$ cat config.mk
export PLATFORM = sky130hd
export DESIGN_NAME = pwm_capture4
export DESIGN_NICKNAME = d
export VERILOG_FILES = /design/src/rtl/pwm_capture4_pkg.sv /design/src/rtl/pwm_capture4_if.sv /design/src/rtl/pwm_capture4_ch.sv /design/src/rtl/pwm_capture4.sv
export SDC_FILE = /design/constraint.sdc
export NUM_CORES = 1
export LEC_CHECK = 0
export CELL_PAD_IN_SITES_DETAIL_PLACEMENT = 1
export CELL_PAD_IN_SITES_GLOBAL_PLACEMENT = 2
export CORE_MARGIN = 2
export CORE_UTILIZATION = 42
export DETAILED_ROUTE_END_ITERATION = 12
export PLACE_DENSITY_LB_ADDON = 0.1
export SETUP_SLACK_MARGIN = 0.02
export SLEW_MARGIN = 20
export SYNTH_ARGS = -nofsm -noshare
export SYNTH_HDL_FRONTEND = slang
export SYNTH_SLANG_ARGS = --single-unit
$ cat constraint.sdc
create_clock -name clk -period 8.14 [get_ports clk]
set_clock_uncertainty 0.1 [all_clocks]
set_input_delay 2.442 -clock clk [delete_from_list [all_inputs] [get_ports clk]]
set_output_delay 2.442 -clock clk [all_outputs]
set_load 0.03 [all_outputs]
$ cat src/rtl/pwm_capture4_pkg.sv
// Constants shared by the 4-channel PWM generator and capture blocks.
// Duty N means N high cycles in a PWM_PERIOD-cycle period.
package pwm_pkg;

    localparam int DUTY_W = 8;
    localparam int PWM_PERIOD = 256;
    localparam int TIMEOUT_DFLT = 511;
    localparam int CNT_W_DFLT = 10;
    localparam logic [DUTY_W-1:0] DUTY_MAX = 8'hFF;

    typedef logic [DUTY_W-1:0] duty_t;

    function automatic duty_t sat_duty(input logic [31:0] v);
        if (v > 32'(DUTY_MAX)) begin
            return DUTY_MAX;
        end
        return v[DUTY_W-1:0];
    endfunction

endpackage

$ cat src/rtl/pwm_capture4_if.sv
// One capture channel: PWM input plus decoded duty, valid pulse and stuck flag.
interface pwm_capture4_if;
    import pwm_pkg::*;

    logic  pwm;
    duty_t duty;
    logic  valid;
    logic  stuck;

    modport master (
        output pwm,
        input  duty,
        input  valid,
        input  stuck
    );

    modport slave (
        input  pwm,
        output duty,
        output valid,
        output stuck
    );

endinterface

$ cat src/rtl/pwm_capture4_ch.sv
// Single-channel PWM duty decoder: synchronizer, rising-edge detect,
// period/high-time counters, arm and stuck tracking, registered outputs.
module pwm_capture_ch
    import pwm_pkg::*;
#(
    parameter int SYNC_STAGES = 2,
    parameter int TIMEOUT     = TIMEOUT_DFLT,
    parameter int CNT_W       = CNT_W_DFLT
) (
    input  logic clk,
    input  logic rst,
    pwm_capture4_if.slave ch
);

    localparam logic [CNT_W-1:0] CNT_MAX = '1;
    localparam logic [CNT_W-1:0] CNT_ONE = CNT_W'(1);
    localparam logic [CNT_W-1:0] TO_VAL  = CNT_W'(TIMEOUT);

    logic [SYNC_STAGES-1:0] sync_q;
    logic                   s;
    logic                   s_d_q;
    logic                   rise;
    logic                   timeout;

    logic [CNT_W-1:0] period_q, period_d;
    logic [CNT_W-1:0] high_q, high_d;
    logic             armed_q, armed_d;
    logic             stuck_q, stuck_d;
    logic             valid_q, valid_d;
    duty_t            duty_q, duty_d;

    assign s    = sync_q[SYNC_STAGES-1];
    assign rise = s & ~s_d_q;

    // period_q is held at zero while stuck, so this fires once per stall
    assign timeout = ~rise & ~stuck_q & (period_q == TO_VAL);

    always_ff @(posedge clk or posedge rst) begin
        if (rst) begin
            sync_q <= '0;
            s_d_q  <= 1'b0;
        end else begin
            sync_q <= {sync_q[SYNC_STAGES-2:0], ch.pwm};
            s_d_q  <= s;
        end
    end

    always_comb begin
        period_d = period_q;
        high_d   = high_q;
        armed_d  = armed_q;
        stuck_d  = stuck_q;
        duty_d   = duty_q;
        valid_d  = 1'b0;
        unique case (1'b1)
            rise: begin
                if (armed_q) begin
                    duty_d  = sat_duty(32'(high_q));
                    valid_d = 1'b1;
                end
                high_d   = CNT_ONE;
                period_d = CNT_ONE;
                armed_d  = 1'b1;
                stuck_d  = 1'b0;
            end
            timeout: begin
                duty_d   = s ? DUTY_MAX : '0;
                valid_d  = 1'b1;
                stuck_d  = 1'b1;
                armed_d  = 1'b0;
                period_d = '0;
                high_d   = '0;
            end
            default: begin
                if (!stuck_q && period_q != CNT_MAX) begin
                    period_d = period_q + 1'b1;
                end
                if (s && high_q != CNT_MAX) begin
                    high_d = high_q + 1'b1;
                end
            end
        endcase
    end

    always_ff @(posedge clk or posedge rst) begin
        if (rst) begin
            period_q <= '0;
            high_q   <= '0;
            armed_q  <= 1'b0;
            stuck_q  <= 1'b0;
            valid_q  <= 1'b0;
            duty_q   <= '0;
        end else begin
            period_q <= period_d;
            high_q   <= high_d;
            armed_q  <= armed_d;
            stuck_q  <= stuck_d;
            valid_q  <= valid_d;
            duty_q   <= duty_d;
        end
    end

    assign ch.duty  = duty_q;
    assign ch.valid = valid_q;
    assign ch.stuck = stuck_q;

endmodule

$ cat src/rtl/pwm_capture4.sv
// Four independent PWM duty decoders; the top level is wiring only.
module pwm_capture4
    import pwm_pkg::*;
#(
    parameter int SYNC_STAGES = 2,
    parameter int TIMEOUT     = TIMEOUT_DFLT,
    parameter int CNT_W       = CNT_W_DFLT
) (
    input  logic  clk,
    input  logic  rst,
    input  logic  pwm_in_ch0,
    input  logic  pwm_in_ch1,
    input  logic  pwm_in_ch2,
    input  logic  pwm_in_ch3,
    output duty_t duty_ch0,
    output duty_t duty_ch1,
    output duty_t duty_ch2,
    output duty_t duty_ch3,
    output logic  duty_valid_ch0,
    output logic  duty_valid_ch1,
    output logic  duty_valid_ch2,
    output logic  duty_valid_ch3,
    output logic  stuck_ch0,
    output logic  stuck_ch1,
    output logic  stuck_ch2,
    output logic  stuck_ch3
);

    pwm_capture4_if u_if0 ();
    pwm_capture4_if u_if1 ();
    pwm_capture4_if u_if2 ();
    pwm_capture4_if u_if3 ();

    assign u_if0.pwm = pwm_in_ch0;
    assign u_if1.pwm = pwm_in_ch1;
    assign u_if2.pwm = pwm_in_ch2;
    assign u_if3.pwm = pwm_in_ch3;

    assign duty_ch0 = u_if0.duty;
    assign duty_ch1 = u_if1.duty;
    assign duty_ch2 = u_if2.duty;
    assign duty_ch3 = u_if3.duty;

    assign duty_valid_ch0 = u_if0.valid;
    assign duty_valid_ch1 = u_if1.valid;
    assign duty_valid_ch2 = u_if2.valid;
    assign duty_valid_ch3 = u_if3.valid;

    assign stuck_ch0 = u_if0.stuck;
    assign stuck_ch1 = u_if1.stuck;
    assign stuck_ch2 = u_if2.stuck;
    assign stuck_ch3 = u_if3.stuck;

    pwm_capture_ch #(
        .SYNC_STAGES(SYNC_STAGES), .TIMEOUT(TIMEOUT), .CNT_W(CNT_W)
    ) u_ch0 (.clk(clk), .rst(rst), .ch(u_if0));

    pwm_capture_ch #(
        .SYNC_STAGES(SYNC_STAGES), .TIMEOUT(TIMEOUT), .CNT_W(CNT_W)
    ) u_ch1 (.clk(clk), .rst(rst), .ch(u_if1));

    pwm_capture_ch #(
        .SYNC_STAGES(SYNC_STAGES), .TIMEOUT(TIMEOUT), .CNT_W(CNT_W)
    ) u_ch2 (.clk(clk), .rst(rst), .ch(u_if2));

    pwm_capture_ch #(
        .SYNC_STAGES(SYNC_STAGES), .TIMEOUT(TIMEOUT), .CNT_W(CNT_W)
    ) u_ch3 (.clk(clk), .rst(rst), .ch(u_if3));

endmodule

==> impl_metrics.env, run 1 <==
export IMPL_grt_start_max_net_pins=81
export IMPL_internal_power_mw=1.52
export IMPL_detailedPlacementHpwl_um=11400
export IMPL_synthFlopType="sky130_fd_sc_hd__dfrtp_1"
export IMPL_power_frac_comb_pct=16.8
export IMPL_detail_route_iter0_violations=254
export IMPL_hold_path_cell_count=0
export IMPL_timing_fmax_ghz=0.238
export IMPL_worst_slew_pin_slew_ps=872
export IMPL_crit_path_max_fanout=9
export IMPL_finalHoldViolations=0
export IMPL_number_of_setup_violations_in_the_final_report=0
export IMPL_grt_pass1_wl_um=28900
export IMPL_power_static_leakage_nw=3.32
export IMPL_peakVddDrop_mv=0.174
export IMPL_clkSlewWorstSetupHoldPaths_ps=60
export IMPL_syn_nets=663
export IMPL_rsz0062_at_grt="false"
export IMPL_worst_endpoint_arrival_ps=1660
export IMPL_critical_path_endpoint_type="primary output"
export IMPL_fp_dieW_um=130
export IMPL_post_route_cells_drive_above_1_share_pct=10.7
export IMPL_total_iterations_of_the_first_detailed_routing_run=4
export IMPL_clock_latency_ps=430
export IMPL_detail_route_vias_per_cell=5.78
export IMPL_run_status="complete, no violations"
export IMPL_worst_hold_slack_ps=248
export IMPL_worst_hold_path_type="reg -> reg"
export IMPL_synth_most_common_cell="sky130_fd_sc_hd__dfrtp_1"
export IMPL_worst_path_max_delay_cell="sky130_fd_sc_hd__clkdlybuf4s50_1"
export IMPL_worstPathBufferInverterCount=1
export IMPL_synth_async_sr_flop_share_pct=100
export IMPL_max_cap_viol_count=0
export IMPL_totalNegativeSetupSlack_ps=0
export IMPL_timing_final_crit_share_pct=51.6
export IMPL_post_cts_hold_buffer_count=0
export IMPL_power_net_switching_uw=612
export IMPL_sequential_cell_area_fraction_in_the_yosys_report_pct=51.0
export IMPL_sequentialPowerShare_pct=41.7
export IMPL_synth_lib_cells_used_distinct=71
export IMPL_crit_required_ps=5600
export IMPL_synth_warning_count=0
export IMPL_cpPeakStageDelay_ps=730
export IMPL_slew_headroom_pct=41.4
export IMPL_synthSimpleGateAreaFrac_pct=21.9
export IMPL_cts_root_buffer_type="sky130_fd_sc_hd__clkbuf_16"
export IMPL_syn_inst=649
export IMPL_post_cts_setup_buffer_count=0
export IMPL_crit_path_cell_trace="clkdlybuf4s50_1"
export IMPL_crit_type="reg -> out"
export IMPL_antenna_cells=0
export IMPL_fin_crit_period_ps=4200
export IMPL_net_count_final=705
export IMPL_grt_antenna_before_repair=0
export IMPL_yosys_top_cells_area="sky130_fd_sc_hd__dfrtp_1 (51%), sky130_fd_sc_hd__a21oi_1 (3.3%), sky130_fd_sc_hd__o21ai_0 (3.3%)"
export IMPL_pwr_share_clk_pct=41.5
export IMPL_initial_core_util_pct=42.5
export IMPL_synth_compound_area_share_pct=19.2
export IMPL_die_area_um2=16900
export IMPL_final_instance_count_excl_fill=920
export IMPL_core_region_area_um2=15700
export IMPL_buffer_ports_inserted=45
export IMPL_synth_seq_cells=136
export IMPL_floorplan_rows=46
export IMPL_finish_utilization_pct=50.6
export IMPL_top_post_synthesis_cells_by_count="sky130_fd_sc_hd__dfrtp_1 (136), sky130_fd_sc_hd__nor2_1 (52), sky130_fd_sc_hd__nand2_1 (45)"
export IMPL_numClockSinks=136
export IMPL_post_synth_xor_area_fraction_pct=2.76
export IMPL_area_growth_synth_to_final_pct=19.1
export IMPL_cts_repair_resized=0
export IMPL_design_power_total_mw=2.13
export IMPL_worst_setup_path_start_kind="register"
export IMPL_htree_num_levels=4
export IMPL_largest_family_of_logic_cells_by_synthesized_area="simple AND/OR/NAND/NOR gates"
export IMPL_pin_count=46
export IMPL_path_depth=1
export IMPL_pwr_density_cell_nw_per_um2=268
export IMPL_switching_share_pct=28.7
export IMPL_post_synth_cell_area_avg_um2=10.3
export IMPL_drtAntennaViolNets=0
export IMPL_drt_wirelength_per_cell_um=18.2
export IMPL_finalWirelength_um=16700
export IMPL_num_vias=5322
export IMPL_regArea_um2=3400
export IMPL_number_of_synthesized_flops_with_an_enable_pin=0
export IMPL_path_delay_family="buffers and inverters"
export IMPL_cts_tree="built"
export IMPL_tritoncts_num_buffers=17
export IMPL_via_count_of_the_first_global_routing_pass=5560
export IMPL_synth_mux_area_share_pct=0.750
export IMPL_overflow=0
export IMPL_worst_r2r_path_depth=5
export IMPL_mappedNetlistArea_um2=6670
export IMPL_post_place_cells=888
export IMPL_die_height_um=130
export IMPL_synth_largest_area_cell="sky130_fd_sc_hd__dfrtp_1"
export IMPL_drt_drc_violations_left=0
export IMPL_timing_max_transition_violations_final=0
export IMPL_n_fill_cell=1730
export IMPL_clockBufferDepth=2
export IMPL_synthAdderAreaFrac_pct=1.50
export IMPL_multi_input_area_um2=3070
export IMPL_gp_routability_congestion=0.770
export IMPL_netlist_area_leader_share_pct=51.0
export IMPL_grt_total_usage_pct=21.6
## area by class of cell
cell class / instances / area share (%)
clock inverter: 12 / 2.79
sequential: 136 / 42.8
tap: 216 / 3.40
inverter: 16 / 0.819
multi-input combinational: 474 / 38.7
timing repair buffer: 46 / 5.76
clock buffer: 20 / 5.75
## power by group through the flow
stage	registers, mW	clock network [mW]	logic, mW
5_1_grt	0.908	0.934	0.398
3_5_place_dp	0.897	0	0.359
6_report	0.888	0.885	0.357
4_1_cts	0.888	0.904	0.363
3_3_place_gp	0.889	0	0.347
2_1_floorplan	0.918	0	0.195
## per-layer routing
metal	global-route usage, %	wire, um	vias up
met3	3.77	376	17
met5	0	0	-
li1	-	-	2544
met2	34.0	7920	67
met4	7.46	256	0
met1	30.2	8190	2694
## stage by stage
| step | area (um2) | worst slack (ps) |
|---|---|---|
| floorplan | 6670 | 1960 |
| global placement | 7270 | 3790 |
| detailed placement | 7270 | 3750 |
| CTS | 7950 | 3920 |
| global route | 7950 | 3890 |
| finish | 7950 | 3940 |
## worst paths after layout
check	end	slack [ps]	startpoint
max	stuck_ch0	3940	u_ch0.ch.stuck
min	u_ch3.sync_q[1]	250	u_ch3.sync_q[0]
max reg2reg	u_ch2.ch.duty[2]	5710	u_ch2.period_q[0]
min reg2reg	u_ch3.sync_q[1]	250	u_ch3.sync_q[0]
max in group asynchronous	u_ch1.ch.valid	4290	rst
min in group asynchronous	u_ch2.period_q[0]	2420	rst
## state kept, by name, indices dropped and copies added, names as in the netlist, 2 cells and up
name	count
u_ch0.period_q	10
u_ch2.period_q	10
u_ch1.period_q	10
u_ch3.sync_q	2
u_ch0.sync_q	2
u_ch3.ch.duty	8
u_ch1.high_q	10
u_ch2.ch.duty	8
u_ch2.sync_q	2
u_ch1.ch.duty	8
u_ch2.high_q	10
u_ch0.high_q	10
u_ch3.period_q	10
u_ch3.high_q	10
u_ch1.sync_q	2
u_ch0.ch.duty	8
## logic make-up after synthesis
group                    count (synthesis)
buffers and inverters                   39
AO/OA/AOI/OAI                          179
XOR/XNOR                                21
AND/OR/NAND/NOR                        261
multiplexers                             5
flip-flops                             136
adder cells (fa/ha/maj)                  8
## cell usage in the layout (no fill, tap or decap), types with 3 or more instances in the layout
cell type and n:
sky130_fd_sc_hd__or4_1 10, sky130_fd_sc_hd__a21oi_1 44, sky130_fd_sc_hd__o31ai_1 9, sky130_fd_sc_hd__ha_1 8, sky130_fd_sc_hd__nor3_1 20, sky130_fd_sc_hd__nand3b_1 3, sky130_fd_sc_hd__dfrtp_1 136, sky130_fd_sc_hd__o211ai_1 3
sky130_fd_sc_hd__and4_1 8, sky130_fd_sc_hd__o21a_1 3, sky130_fd_sc_hd__o41ai_1 3, sky130_fd_sc_hd__o221a_2 17, sky130_fd_sc_hd__o2111ai_1 4, sky130_fd_sc_hd__nand4_1 10, sky130_fd_sc_hd__clkbuf_16 17, sky130_fd_sc_hd__nor2_1 52
sky130_fd_sc_hd__a211oi_1 6, sky130_fd_sc_hd__a21o_1 4, sky130_fd_sc_hd__nand2b_1 7, sky130_fd_sc_hd__xnor2_1 11, sky130_fd_sc_hd__and3_1 19, sky130_fd_sc_hd__and3_2 4, sky130_fd_sc_hd__o21ai_0 44, sky130_fd_sc_hd__bufinv_16 6
sky130_fd_sc_hd__clkinvlp_4 3, sky130_fd_sc_hd__nand4b_1 3, sky130_fd_sc_hd__a31oi_1 10, sky130_fd_sc_hd__a22o_1 3, sky130_fd_sc_hd__mux2i_1 5, sky130_fd_sc_hd__nor2b_1 6, sky130_fd_sc_hd__inv_1 15, sky130_fd_sc_hd__or3_1 15
sky130_fd_sc_hd__nand3_1 34, sky130_fd_sc_hd__o311ai_0 5, sky130_fd_sc_hd__xor2_1 10, sky130_fd_sc_hd__nand2_1 45, sky130_fd_sc_hd__and2_1 4, sky130_fd_sc_hd__clkdlybuf4s50_1 45
Power figures use the tool's default switching activity.
==> run 2: changes to the inputs <==
--- a/config.mk
+++ b/config.mk
@@ -8,7 +8,7 @@
 export CELL_PAD_IN_SITES_DETAIL_PLACEMENT = 1
 export CELL_PAD_IN_SITES_GLOBAL_PLACEMENT = 2
 export CORE_MARGIN = 2
-export CORE_UTILIZATION = 42
+export CORE_UTILIZATION = 39
 export DETAILED_ROUTE_END_ITERATION = 12
 export PLACE_DENSITY_LB_ADDON = 0.1
 export SETUP_SLACK_MARGIN = 0.02
==> constraint.sdc (replaced) <==
create_clock -name clk -period 4.1 [get_ports clk]
set_clock_uncertainty 0.1 [all_clocks]
set_input_delay 1.23 -clock clk [delete_from_list [all_inputs] [get_ports clk]]
set_output_delay 1.23 -clock clk [all_outputs]
set_load 0.03 [all_outputs]
==> impl_metrics.env, run 2 (synthesis results as in run 1) <==
export IMPL_overflow=0
export IMPL_drt_wirelength_per_cell_um=17.8
export IMPL_path_delay_family="buffers and inverters"
export IMPL_pin_count=46
export IMPL_finish_utilization_pct=47.5
export IMPL_clockBufferDepth=2
export IMPL_timing_fmax_ghz=0.338
export IMPL_detail_route_vias_per_cell=5.78
export IMPL_finalWirelength_um=16500
export IMPL_met1_length_um=7880
export IMPL_net_count_final=707
export IMPL_pwr_density_cell_nw_per_um2=510
export IMPL_post_cts_hold_buffer_count=0
export IMPL_clkSlewWorstSetupHoldPaths_ps=60
export IMPL_fin_crit_period_ps=2960
export IMPL_grt_start_max_net_pins=76
export IMPL_clock_latency_ps=410
export IMPL_via_count_of_the_first_global_routing_pass=5617
export IMPL_antenna_cells=0
export IMPL_grt_antenna_before_repair=0
export IMPL_rsz0062_at_grt="false"
export IMPL_grt_total_usage_pct=19.5
export IMPL_timing_max_transition_violations_final=0
export IMPL_mostFrequentLayoutCells="sky130_fd_sc_hd__dfrtp_1 (136), sky130_fd_sc_hd__nor2_1 (52), sky130_fd_sc_hd__nand2_1 (45), sky130_fd_sc_hd__clkdlybuf4s50_1 (45)"
export IMPL_cts_root_buffer_type="sky130_fd_sc_hd__clkbuf_16"
export IMPL_die_height_um=135
export IMPL_initial_core_util_pct=40.1
export IMPL_final_setup_worst_slack_ps=1140
export IMPL_core_region_area_um2=16600
export IMPL_detailedPlacementHpwl_um=11500
export IMPL_finalHoldViolations=0
export IMPL_post_cts_setup_buffer_count=0
export IMPL_worst_slew_pin_slew_ps=960
export IMPL_final_design_area_no_fill_um2=7900
export IMPL_run_status="complete, no violations"
export IMPL_totalNegativeSetupSlack_ps=0
export IMPL_worst_hold_path_type="reg -> reg"
export IMPL_buffer_ports_inserted=45
export IMPL_numClockSinks=136
export IMPL_crit_required_ps=2770
export IMPL_htree_num_levels=4
export IMPL_placed_cell_area_um2=7300
export IMPL_drtAntennaViolNets=0
export IMPL_design_power_total_mw=4.03
export IMPL_gp_routability_congestion=0.811
export IMPL_cpPeakStageDelay_ps=720
export IMPL_mostFrequentLayoutCell="sky130_fd_sc_hd__dfrtp_1"
export IMPL_num_vias=5348
export IMPL_area_growth_synth_to_final_pct=18.4
export IMPL_detail_route_iter0_violations=268
export IMPL_worstPathBufferInverterCount=1
export IMPL_die_area_um2=18200
export IMPL_route_met3_wl_um=453
export IMPL_timing_final_crit_share_pct=72.2
export IMPL_worst_endpoint_arrival_ps=1630
export IMPL_crit_type="reg -> out"
export IMPL_floorplan_rows=47
export IMPL_fp_dieW_um=135
export IMPL_total_iterations_of_the_first_detailed_routing_run=4
export IMPL_critical_path_endpoint_type="primary output"
export IMPL_post_route_cells_drive_above_1_share_pct=10.3
export IMPL_worst_hold_slack_ps=249
export IMPL_grt_pass1_wl_um=28400
export IMPL_crit_path_max_fanout=9
export IMPL_cts_repair_resized=0
export IMPL_number_of_setup_violations_in_the_final_report=0
export IMPL_slew_headroom_pct=35.5
export IMPL_top_layer="met4"
export IMPL_pre_cts_ws_ps=1570
export IMPL_post_place_cells=894
export IMPL_max_cap_viol_count=0
export IMPL_final_instance_count_excl_fill=926
export IMPL_worst_setup_path_start_kind="register"
export IMPL_worst_path_max_delay_cell="sky130_fd_sc_hd__clkdlybuf4s50_1"
export IMPL_crit_path_cell_trace="clkdlybuf4s50_1"
export IMPL_drt_drc_violations_left=0
export IMPL_cts_tree="built"
export IMPL_met2_length_um=8030
export IMPL_peakVddDrop_mv=0.298
export IMPL_power_static_leakage_nw=3.30
export IMPL_tritoncts_num_buffers=17
-- run 2: cell types whose count changed in the layout (fill, tap and decap cells not counted), sizes merged --
| cell | before | now |
|---|---|---|
| bufinv | 6 | 3 |
| inv | 16 | 15 |
| buf | 1 | 3 |
| clkbuf | 20 | 25 |
| clkinvlp | 3 | 2 |
-- run 2: layout make-up --
cell class	instances	area, um2
Clock inverter	7	116
Clock buffer	25	485
Inverter	16	63.8
Multi-Input combinational cell	474	3070
Sequential cell	136	3400
Tap cell	220	275
Fill cell	1851	8740
Timing Repair Buffer	48	485
-- run 2: worst paths after layout --
kind / from / slack (ps) / cells past startpoint / end
setup / recovery: u_ch0.ch.stuck / 1140 / 1 / stuck_ch0
hold / removal: u_ch2.sync_q[0] / 250 / 0 / u_ch2.sync_q[1]
setup reg to reg: u_ch2.period_q[0] / 1580 / 5 / u_ch2.ch.duty[0]
hold reg to reg: u_ch2.sync_q[0] / 250 / 0 / u_ch2.sync_q[1]
max in group asynchronous: rst / 2320 / 3 / u_ch1.period_q[4]
min in group asynchronous: rst / 960 / 2 / u_ch2.period_q[2]
-- run 2: layer usage --
| layer | global-route usage [%] | up-vias |
|---|---|---|
| met5 | 0 | - |
| met4 | 5.26 | 0 |
| met3 | 3.83 | 10 |
| met2 | 32.7 | 74 |
| met1 | 25.8 | 2712 |
| li1 | - | 2552 |
-- run 2: power breakdown --
group,total (mW),switching [mW],internal (mW)
Combinational,0.713,0.397,0.317
Clock,1.55,0.550,1.00
Sequential,1.76,0.231,1.53
Total,4.03,1.18,2.85
==> run 3: changes to the inputs <==
--- a/config.mk
+++ b/config.mk
@@ -8,7 +8,7 @@
 export CELL_PAD_IN_SITES_DETAIL_PLACEMENT = 1
 export CELL_PAD_IN_SITES_GLOBAL_PLACEMENT = 2
 export CORE_MARGIN = 2
-export CORE_UTILIZATION = 39
+export CORE_UTILIZATION = 35
 export DETAILED_ROUTE_END_ITERATION = 12
 export PLACE_DENSITY_LB_ADDON = 0.1
 export SETUP_SLACK_MARGIN = 0.02
==> constraint.sdc (replaced) <==
create_clock -name clk -period 2.45 [get_ports clk]
set_clock_uncertainty 0.1 [all_clocks]
set_input_delay 0.735 -clock clk [delete_from_list [all_inputs] [get_ports clk]]
set_output_delay 0.735 -clock clk [all_outputs]
set_load 0.03 [all_outputs]
==> impl_metrics.env, run 3 (synthesis results as in run 1) <==
export IMPL_crit_type="reg -> out"
export IMPL_met3_usage_pct=4.54
export IMPL_net_count_final=712
export IMPL_path_delay_family="buffers and inverters"
export IMPL_detail_route_iter0_violations=201
export IMPL_internal_power_mw=4.64
export IMPL_pin_count=46
export IMPL_post_cts_hold_buffer_count=0
export IMPL_clockBufferDepth=2
export IMPL_grt_start_max_net_pins=89
export IMPL_total_iterations_of_the_first_detailed_routing_run=6
export IMPL_detail_route_vias_per_cell=5.63
export IMPL_pre_cts_ws_ps=387
export IMPL_cpPeakStageDelay_ps=700
export IMPL_worst_endpoint_arrival_ps=1490
export IMPL_n_fill_cell=2068
export IMPL_via_count_of_the_first_global_routing_pass=5694
export IMPL_worst_setup_path_start_kind="register"
export IMPL_timing_final_crit_share_pct=94.8
export IMPL_final_instance_count_excl_fill=945
export IMPL_power_frac_comb_pct=17.8
export IMPL_final_setup_worst_slack_ps=128
export IMPL_drtAntennaViolNets=0
export IMPL_gp_routability_congestion=0.779
export IMPL_min_delay_start="u_ch0.sync_q[0]"
export IMPL_die_height_um=142
export IMPL_pwr_share_clk_pct=38.0
export IMPL_gr_max_usage_layer="met2"
export IMPL_cts_root_buffer_type="sky130_fd_sc_hd__clkbuf_16"
export IMPL_peakVddDrop_mv=0.474
export IMPL_worst_r2r_path_depth=5
export IMPL_clock_latency_ps=420
export IMPL_die_area_um2=20200
export IMPL_post_route_cells_drive_above_1_share_pct=11.5
export IMPL_run_status="complete, no violations"
export IMPL_sequentialPowerShare_pct=44.2
export IMPL_rsz0062_at_grt="false"
export IMPL_crit_path_max_fanout=2
export IMPL_number_of_setup_violations_in_the_final_report=0
export IMPL_slew_headroom_pct=56.3
export IMPL_max_cap_viol_count=0
export IMPL_critical_path_endpoint_type="primary output"
export IMPL_regArea_um2=3400
export IMPL_crit_required_ps=1620
export IMPL_power_net_switching_mw=2.05
export IMPL_finalHoldViolations=0
export IMPL_antenna_cells=0
export IMPL_buffer_ports_inserted=45
export IMPL_pwr_density_cell_nw_per_um2=843
export IMPL_hold_path_cell_count=0
export IMPL_reg2reg_slack_ps=400
export IMPL_finalWirelength_um=16600
export IMPL_htree_num_levels=4
export IMPL_post_place_cells=913
export IMPL_worst_hold_path_type="reg -> reg"
export IMPL_drt_wirelength_per_cell_um=17.5
export IMPL_grt_pass1_wl_um=29200
export IMPL_overflow=0
export IMPL_floorplan_rows=50
export IMPL_drt_drc_violations_left=0
export IMPL_initial_core_util_pct=35.7
export IMPL_global_route_usage_met2_pct=29.1
export IMPL_min_to="u_ch0.sync_q[1]"
export IMPL_detailedPlacementHpwl_um=11400
export IMPL_global_route_usage_met1_pct=24.2
export IMPL_multi_input_area_um2=3070
export IMPL_worstReg2RegStart="u_ch3.period_q[0]"
export IMPL_clkSlewWorstSetupHoldPaths_ps=60
export IMPL_worst_hold_slack_ps=249
export IMPL_power_static_leakage_nw=3.34
export IMPL_fin_crit_period_ps=2320
export IMPL_mostFrequentLayoutCell="sky130_fd_sc_hd__dfrtp_1"
export IMPL_worstPathBufferInverterCount=1
export IMPL_numClockSinks=136
export IMPL_worst_path_max_delay_cell="sky130_fd_sc_hd__clkdlybuf4s50_1"
export IMPL_timing_rr_end="u_ch3.ch.duty[7]"
export IMPL_area_growth_synth_to_final_pct=18.9
export IMPL_tritoncts_num_buffers=17
export IMPL_cts_tree="built"
export IMPL_fp_dieW_um=142
export IMPL_timing_fmax_ghz=0.431
export IMPL_num_vias=5322
export IMPL_grt_antenna_before_repair=0
export IMPL_core_region_area_um2=18700
export IMPL_crit_path_cell_trace="clkdlybuf4s50_1"
export IMPL_switching_share_pct=30.7
export IMPL_worst_slew_pin_slew_ps=650
export IMPL_grt_total_usage_pct=17.9
export IMPL_mostFrequentLayoutCells="sky130_fd_sc_hd__dfrtp_1 (136), sky130_fd_sc_hd__nor2_1 (52), sky130_fd_sc_hd__nand2_1 (45)"
export IMPL_timing_max_transition_violations_final=0
[run 3: cell count changes in the layout (fill, tap and decap cells not counted), sizes merged, moves of 4 or more]
| cell | delta |
|---|---|
| dlygate4sd2 | +4 |
| clkbuf | -5 |
| buf | +5 |
| clkdlybuf4s50 | -4 |
| clkinv | +5 |
[run 3: worst max path at each step]
stage,startpoint,cells past startpoint,slack (ps),end
6_report,u_ch3.ch.duty[5],1,130,duty_ch3[5]
5_1_grt,u_ch3.ch.duty[5],1,70,duty_ch3[5]
4_1_cts,u_ch3.ch.duty[1],1,100,duty_ch3[1]
3_5_place_dp,u_ch3.ch.stuck,1,390,stuck_ch3
3_3_place_gp,u_ch3.ch.stuck,1,390,stuck_ch3
2_1_floorplan,rst,1,-80,u_ch0.armed_q
[run 3: layout make-up]
cell class | instances | share of cell area (%)
tap | 234 | 3.69
clock buffer | 20 | 5.76
clock inverter | 12 | 1.59
multi-input combinational | 474 | 38.7
inverter | 16 | 0.804
timing repair buffer | 53 | 6.53
sequential | 136 | 42.9
[run 3: power by group through the flow]
stage,clock (mW),combinational [mW],sequential [mW]
after global placement,0,1.17,2.97
after global routing,2.72,1.34,3.02
after floorplan,0,0.647,3.05
after detailed placement,0,1.21,2.98
final,2.54,1.19,2.95
after CTS,2.62,1.22,2.95
[run 3: what timing repair did]
item | CTS | global route
endpoints found under the hold margin | 0 | 0
resized for setup | 4 | 0
setup endpoints to repair | 4 | 0
buffers inserted | 0 | 0
[run 3: per-layer routing]
layer	share of wire (%)	wire length (um)
met5	0	0
met4	0.99	164
met3	2.8	469
met2	47	7800
met1	49	8150
[run 3: through the flow]
step | utilization (%) | power [mW] | setup TNS, ps | instance area [um2]
after floorplan | - | 3.70 | -10630 | 6680
after global placement | 39.3 | 4.14 | 0 | 7360
after detailed placement | 39.3 | 4.19 | 0 | 7360
after CTS | 42.4 | 6.79 | 0 | 7940
after global routing | 42.4 | 7.08 | 0 | 7940
final | 42.4 | 6.69 | 0 | 7940
